===== src/rtl/fetch_unit_if.sv =====
// fetch_unit_if: req/ack instruction-memory bus between the fetch stage and memory.
`default_nettype none

interface fetch_unit_if;
   logic        req;
   logic [31:0] addr;
   logic        ack;
   logic [31:0] data;

   modport master (output req, output addr, input ack, input data);
   modport slave  (input req, input addr, output ack, output data);
endinterface

`default_nettype wire


===== src/rtl/fetch_unit.sv =====
// fetch_unit: PC owner and instruction fetch stage (IDLE -> REQ -> ISSUE), next-PC
// selection from jump/branch/zero of the issued instruction.
`default_nettype none

module fetch_unit #(
   parameter logic [31:0] RESET_PC  = 32'h0000_0000,
   parameter logic [5:0]  BUBBLE_OP = 6'b111111
) (
   input  logic         clk,
   input  logic         rst,
   fetch_unit_if.master imem,
   input  logic         stall,
   input  logic         jump,
   input  logic         branch,
   input  logic         zero,
   output logic         valid,
   output logic [31:0]  instr,
   output logic [5:0]   opcode,
   output logic [31:0]  pc_out,
   output logic [31:0]  pc_plus4
);

   localparam logic [1:0] ST_IDLE  = 2'd0;
   localparam logic [1:0] ST_REQ   = 2'd1;
   localparam logic [1:0] ST_ISSUE = 2'd2;

   logic [1:0]  state_q, state_d;
   logic [31:0] pc_q, pc_d;
   logic [31:0] instr_q, instr_d;
   logic        valid_q, valid_d;
   logic [31:0] next_pc;
   logic [31:0] br_offset;

   assign pc_plus4  = pc_q + 32'd4;
   assign br_offset = {{14{instr_q[15]}}, instr_q[15:0], 2'b00};

   // Jump outranks a taken branch when the control unit asserts both.
   always_comb begin
      if (jump) begin
         next_pc = {pc_plus4[31:28], instr_q[25:0], 2'b00};
      end else if (branch && zero) begin
         next_pc = pc_plus4 + br_offset;
      end else begin
         next_pc = pc_plus4;
      end
   end

   always_comb begin
      state_d = state_q;
      pc_d    = pc_q;
      instr_d = instr_q;
      valid_d = valid_q;
      case (state_q)
         ST_IDLE: begin
            state_d = ST_REQ;
         end
         ST_REQ: begin
            if (imem.ack) begin
               instr_d = imem.data;
               valid_d = 1'b1;
               state_d = ST_ISSUE;
            end
         end
         ST_ISSUE: begin
            if (!stall) begin
               pc_d    = next_pc;
               valid_d = 1'b0;
               state_d = ST_REQ;
            end
         end
         default: begin
            valid_d = 1'b0;
            state_d = ST_IDLE;
         end
      endcase
   end

   always_ff @(posedge clk or posedge rst) begin
      if (rst) begin
         state_q <= ST_IDLE;
         pc_q    <= RESET_PC;
         instr_q <= 32'd0;
         valid_q <= 1'b0;
      end else begin
         state_q <= state_d;
         pc_q    <= pc_d;
         instr_q <= instr_d;
         valid_q <= valid_d;
      end
   end

   assign imem.req  = (state_q == ST_REQ);
   assign imem.addr = pc_q;
   assign valid     = valid_q;
   assign instr     = instr_q;
   assign opcode    = valid_q ? instr_q[31:26] : BUBBLE_OP;
   assign pc_out    = pc_q;

endmodule

`default_nettype wire


===== src/flat_wrapper.sv =====
// flat-port wrapper written by rule: the top's interface ports become plain ports
module fetch_unit_flat 
#(
   parameter logic [31:0] RESET_PC  = 32'h0000_0000,
   parameter logic [5:0]  BUBBLE_OP = 6'b111111
)
  (clk, rst, stall, jump, branch, zero, valid, instr, opcode, pc_out, pc_plus4, imem_req, imem_addr, imem_ack, imem_data);
  fetch_unit_if imem_i ();
  input  logic clk;
  input  logic rst;
  input  logic stall;
  input  logic jump;
  input  logic branch;
  input  logic zero;
  output logic valid;
  output logic [31:0] instr;
  output logic [5:0] opcode;
  output logic [31:0] pc_out;
  output logic [31:0] pc_plus4;
  output wire logic [$bits(imem_i.req)-1:0] imem_req;
  output wire logic [$bits(imem_i.addr)-1:0] imem_addr;
  input wire logic [$bits(imem_i.ack)-1:0] imem_ack;
  input wire logic [$bits(imem_i.data)-1:0] imem_data;
  assign imem_req = imem_i.req;
  assign imem_addr = imem_i.addr;
  assign imem_i.ack = imem_ack;
  assign imem_i.data = imem_data;
  fetch_unit #(.RESET_PC(RESET_PC), .BUBBLE_OP(BUBBLE_OP)) u_core (.clk(clk), .rst(rst), .imem(imem_i), .stall(stall), .jump(jump), .branch(branch), .zero(zero), .valid(valid), .instr(instr), .opcode(opcode), .pc_out(pc_out), .pc_plus4(pc_plus4));
endmodule

===== config.mk =====
export PLATFORM = sky130hd
export DESIGN_NAME = fetch_unit_flat
export DESIGN_NICKNAME = d
export VERILOG_FILES = /design/src/rtl/fetch_unit_if.sv /design/src/rtl/fetch_unit.sv /design/src/flat_wrapper.sv
export SDC_FILE = /design/constraint.sdc
export NUM_CORES = 1
export LEC_CHECK = 0
export ABC_CLOCK_PERIOD_IN_PS = 3700
export BUFFER_PORTS_ARGS = -buffer_cell sky130_fd_sc_hd__buf_2
export CORE_MARGIN = 3
export CORE_UTILIZATION = 34
export DETAILED_ROUTE_END_ITERATION = 8
export GPL_TIMING_DRIVEN = 0
export SETUP_SLACK_MARGIN = 0.1
export SYNTH_ARGS = -nofsm -noshare
export SYNTH_HDL_FRONTEND = slang
export SYNTH_SLANG_ARGS = --single-unit
export TNS_END_PERCENT = 1

===== constraint.sdc =====
create_clock -name clk -period 3.7 [get_ports clk]
set_clock_uncertainty 0.2 [all_clocks]
set_input_delay 0.74 -clock clk [delete_from_list [all_inputs] [get_ports clk]]
set_output_delay 0.74 -clock clk [all_outputs]
set_load 0.03 [all_outputs]

==> flow_metrics.env <==
export IMPL_outcome="finished, violations left"
export IMPL_violations="setup timing"
export IMPL_core_sq_mm=0.0153
export IMPL_grt_start_max_net_pins=66
export IMPL_cap_violations=0
export IMPL_crit_fanout=5
export IMPL_rows=45
export IMPL_syn_avg_cell_area_sq_um=8.76
export IMPL_period_needed_ns=3.93
export IMPL_tns_ns=-1.29
export IMPL_avgViaCountPerCell=5.33
export IMPL_layout_nets=911
export IMPL_stdcell_count=1051
export IMPL_crit_chain="nand4_1 -> or4_4 -> buf_8 -> nand2b_2 -> xnor2_4 -> ha_4 -> and4_4 -> nand4_1 -> a2111oi_4 -> a21oi_2 -> nor3b_4 -> xor2_1 -> o21ai_1 -> a31o_2"
export IMPL_maxSlewViolCount=0
export IMPL_hpwl_um=14800
export IMPL_drt_initial_drc_count=410
export IMPL_vias=5602
export IMPL_fp_dieH_um=132
export IMPL_end_kind="flip-flop"
export IMPL_critPathBufInv=1
export IMPL_ctsHoldBuffers=0
export IMPL_place_ws_ns=-1.21
export IMPL_hp_start="u_core.instr[29]"
export IMPL_die_x_um=132
export IMPL_synth_distinct_cells=62
export IMPL_layout_worst_path_cycle_share_pct=106
export IMPL_rsz0062_at_grt="true"
export IMPL_synthArstFlopShare_pct=100
export IMPL_clock_latency_ns=0.35
export IMPL_synth_area_sq_mm=0.00538
export IMPL_initial_core_util_pct=35.1
export IMPL_routed_wl_um=20200
export IMPL_synth_edf_count=0
export IMPL_hold_viol_final=0
export IMPL_setup_viol=12
export IMPL_regArea_sq_mm=0.00165
export IMPL_grt_remaining_overflow=0
export IMPL_post_dp_cell_area_sq_mm=0.00690
export IMPL_cts_root_buf="clkbuf_16"
export IMPL_grt_pass1_vias=5689
export IMPL_cts_path_max_buffers=2
export IMPL_routedWlPerCell_um=19.2
export IMPL_fill_cells=1458
export IMPL_cts_tree="yes"
export IMPL_crit_type="reg -> reg"
export IMPL_drive_gt1_share_pct=48.5
export IMPL_slowest_stage="or4_4"
export IMPL_setup_slack_ns=-0.231
export IMPL_dieArea_sq_mm=0.0174
export IMPL_antennaDiodeCount=0
export IMPL_min_path_type="reg -> reg"
export IMPL_ctsHtreeMaxLevel=3
export IMPL_dr_pass1_iters=5
export IMPL_synthCells=614
export IMPL_syn_to_final_growth_pct=47.9
export IMPL_timing_rr_start="u_core.imem.addr[12]"
export IMPL_port_buffers=168
export IMPL_yosysWarningCount=0
export IMPL_ys_seq_area_share_pct=30.3
export IMPL_fmax_ghz=0.254
export IMPL_multi_input_area_sq_mm=0.00410
export IMPL_arrival_ns=3.98
export IMPL_dp_cells=998
export IMPL_critPathMostFrequentCell="nand4_1"
export IMPL_drcViolationCount=0
export IMPL_grt_first_pass_wirelength_um=31800
export IMPL_synthFlopType="dfrtp_1"
export IMPL_synth_seq_cells=65
export IMPL_ant_nets=0
export IMPL_antenna_found_initial=0
export IMPL_slowest_delay_ns=0.56
export IMPL_critPathRequiredTime_ns=3.75
export IMPL_crit_path_start_kind="flip-flop"
export IMPL_gp_congestion=0.894
export IMPL_clkTransAtPathRegs_ns=0.06
export IMPL_io_pins=175
export IMPL_track_usage_pct=23.1
export IMPL_slew_headroom_pct=41.6
export IMPL_cts_buffers=9
export IMPL_cts_sinks=65
export IMPL_worstMarginPinSlew_ns=0.876
export IMPL_critical_path_top_delay_family="simple AND/OR/NAND/NOR gates"
export IMPL_design_area_sq_mm=0.00795
export IMPL_cp_startpoint="u_core.imem.addr[12]"
## timing repair
item | CTS | global route
resized for setup | 76 | 18
gates cloned | 0 | 0
setup buffers | 34 | 5
endpoints found under the setup margin | 29 | 26
pin swaps | 52 | 21
## logic make-up (layout without fill, tap and decap cells)
| kind of cell | Yosys count | count (layout) | share of synthesized area, % |
|---|---|---|---|
| and+or+nand+nor | 185 | 185 | 17.3 |
| AOI/OAI and AO/OA | 166 | 166 | 20.0 |
| buffers and inverters | 73 | 294 | 7.63 |
| DFF | 65 | 65 | 30.3 |
| xor gates and xnor gates | 50 | 50 | 8.28 |
| adders and majority gates | 37 | 37 | 8.75 |
| muxes | 37 | 37 | 7.70 |
| other | 1 | 6 | 0.0697 |
## worst paths after layout
path	slack, ns	cells past startpoint	to
max in group asynchronous	2.30	2	u_core.imem.addr[15]
min in group asynchronous	0.36	2	u_core.instr[31]
worst min-delay path	0.32	1	u_core.instr[29]
worst max-delay path	-0.23	14	u_core.imem.addr[23]
worst min register to register	0.32	1	u_core.instr[29]
worst max register to register	-0.23	14	u_core.imem.addr[23]
## cells in the mapped netlist (all sizes together), types with 2 or more instances
cell / count / area share, %
buf: 42 / 5.5
nand2b: 12 / 1.4
inv: 14 / 0.98
a31oi: 6 / 0.70
nor4: 3 / 0.35
nor3: 11 / 1.2
o22ai: 8 / 0.93
mux2i: 2 / 0.37
o211ai: 6 / 0.84
xor2: 19 / 3.2
a21oi: 49 / 4.6
a31o: 2 / 0.33
nor3b: 3 / 0.51
nor2: 37 / 2.6
and3: 6 / 0.70
and4: 7 / 1.1
ha: 36 / 8.4
o21ai: 34 / 3.2
a41oi: 3 / 0.49
o221ai: 2 / 0.33
nand2: 58 / 4.0
a2111oi: 3 / 0.49
or2: 3 / 0.35
a221o: 2 / 0.37
dfrtp: 65 / 30
nand3: 14 / 1.3
a211o: 2 / 0.33
mux2: 35 / 7.3
clkbuf: 17 / 1.2
o21bai: 5 / 0.70
nor2b: 4 / 0.47
a21o: 14 / 2.0
a211oi: 8 / 1.1
or3: 4 / 0.47
nand4: 10 / 1.2
a221oi: 3 / 0.49
xnor2: 31 / 5.1
o21a: 4 / 0.56
and2: 11 / 1.3
a22oi: 2 / 0.28
## cells in the final DEF (no fill, tap or decap), types with 10 or more instances in the layout
cell,n
ha_4,12
dfrtp_2,16
buf_2,164
mux2_2,35
and2_1,10
xnor2_1,14
ha_1,21
nor2_1,33
a21oi_1,41
nand2_1,57
nand2b_1,11
clkbuf_1,14
o21ai_0,22
a21o_1,14
xor2_1,12
nand4_1,10
nand3_1,12
buf_4,72
inv_1,12
dfrtp_1,49
## through the flow
| stage | hold slack (ns) | util (%) |
|---|---|---|
| 2_1_floorplan | 0.313 | - |
| 3_3_place_gp | 0.299 | 45.0 |
| 3_5_place_dp | 0.307 | 45.1 |
| 4_1_cts | 0.321 | 51.2 |
| 5_1_grt | 0.336 | 51.9 |
| 6_report | 0.323 | 51.9 |
## flip-flops by register name, indices dropped and copies added, names as in the netlist
register,cells
u_core.imem.addr,30
u_core.state_q,2
u_core.valid,1
u_core.instr,32
## metal layers
layer | up-vias | global-route usage [%] | wire [um]
met5 | - | 0 | 0
li1 | 2648 | - | -
met1 | 2720 | 30.1 | 8740
met3 | 36 | 3.74 | 1100
met2 | 198 | 38.9 | 9840
met4 | 0 | 8.52 | 472
## final cells by class
| cell class | count | share of cell area, % |
|---|---|---|
| plain buffers | 58 | 4.72 |
| clock buffers | 9 | 2.83 |
| clock inverters | 7 | 1.57 |
| inverters | 14 | 0.692 |
| multi-input cells | 481 | 51.6 |
| flip-flops and latches | 65 | 20.7 |
| well taps | 211 | 3.32 |
| repair buffers | 206 | 14.6 |
## worst register-to-register path, delay by kind of cell, from the launching register on
family | cells | cell delay, ns
xor gates and xnor gates | 2 | 0.36
and+or+nand+nor | 6 | 1.51
adders and majority gates | 1 | 0.33
AOI/OAI and AO/OA | 4 | 0.90
DFF | 1 | 0.37
buffers and inverters | 1 | 0.17
Power is not shown: default switching activity piles up to over one toggle a cycle in this logic, so the estimate is an artifact.
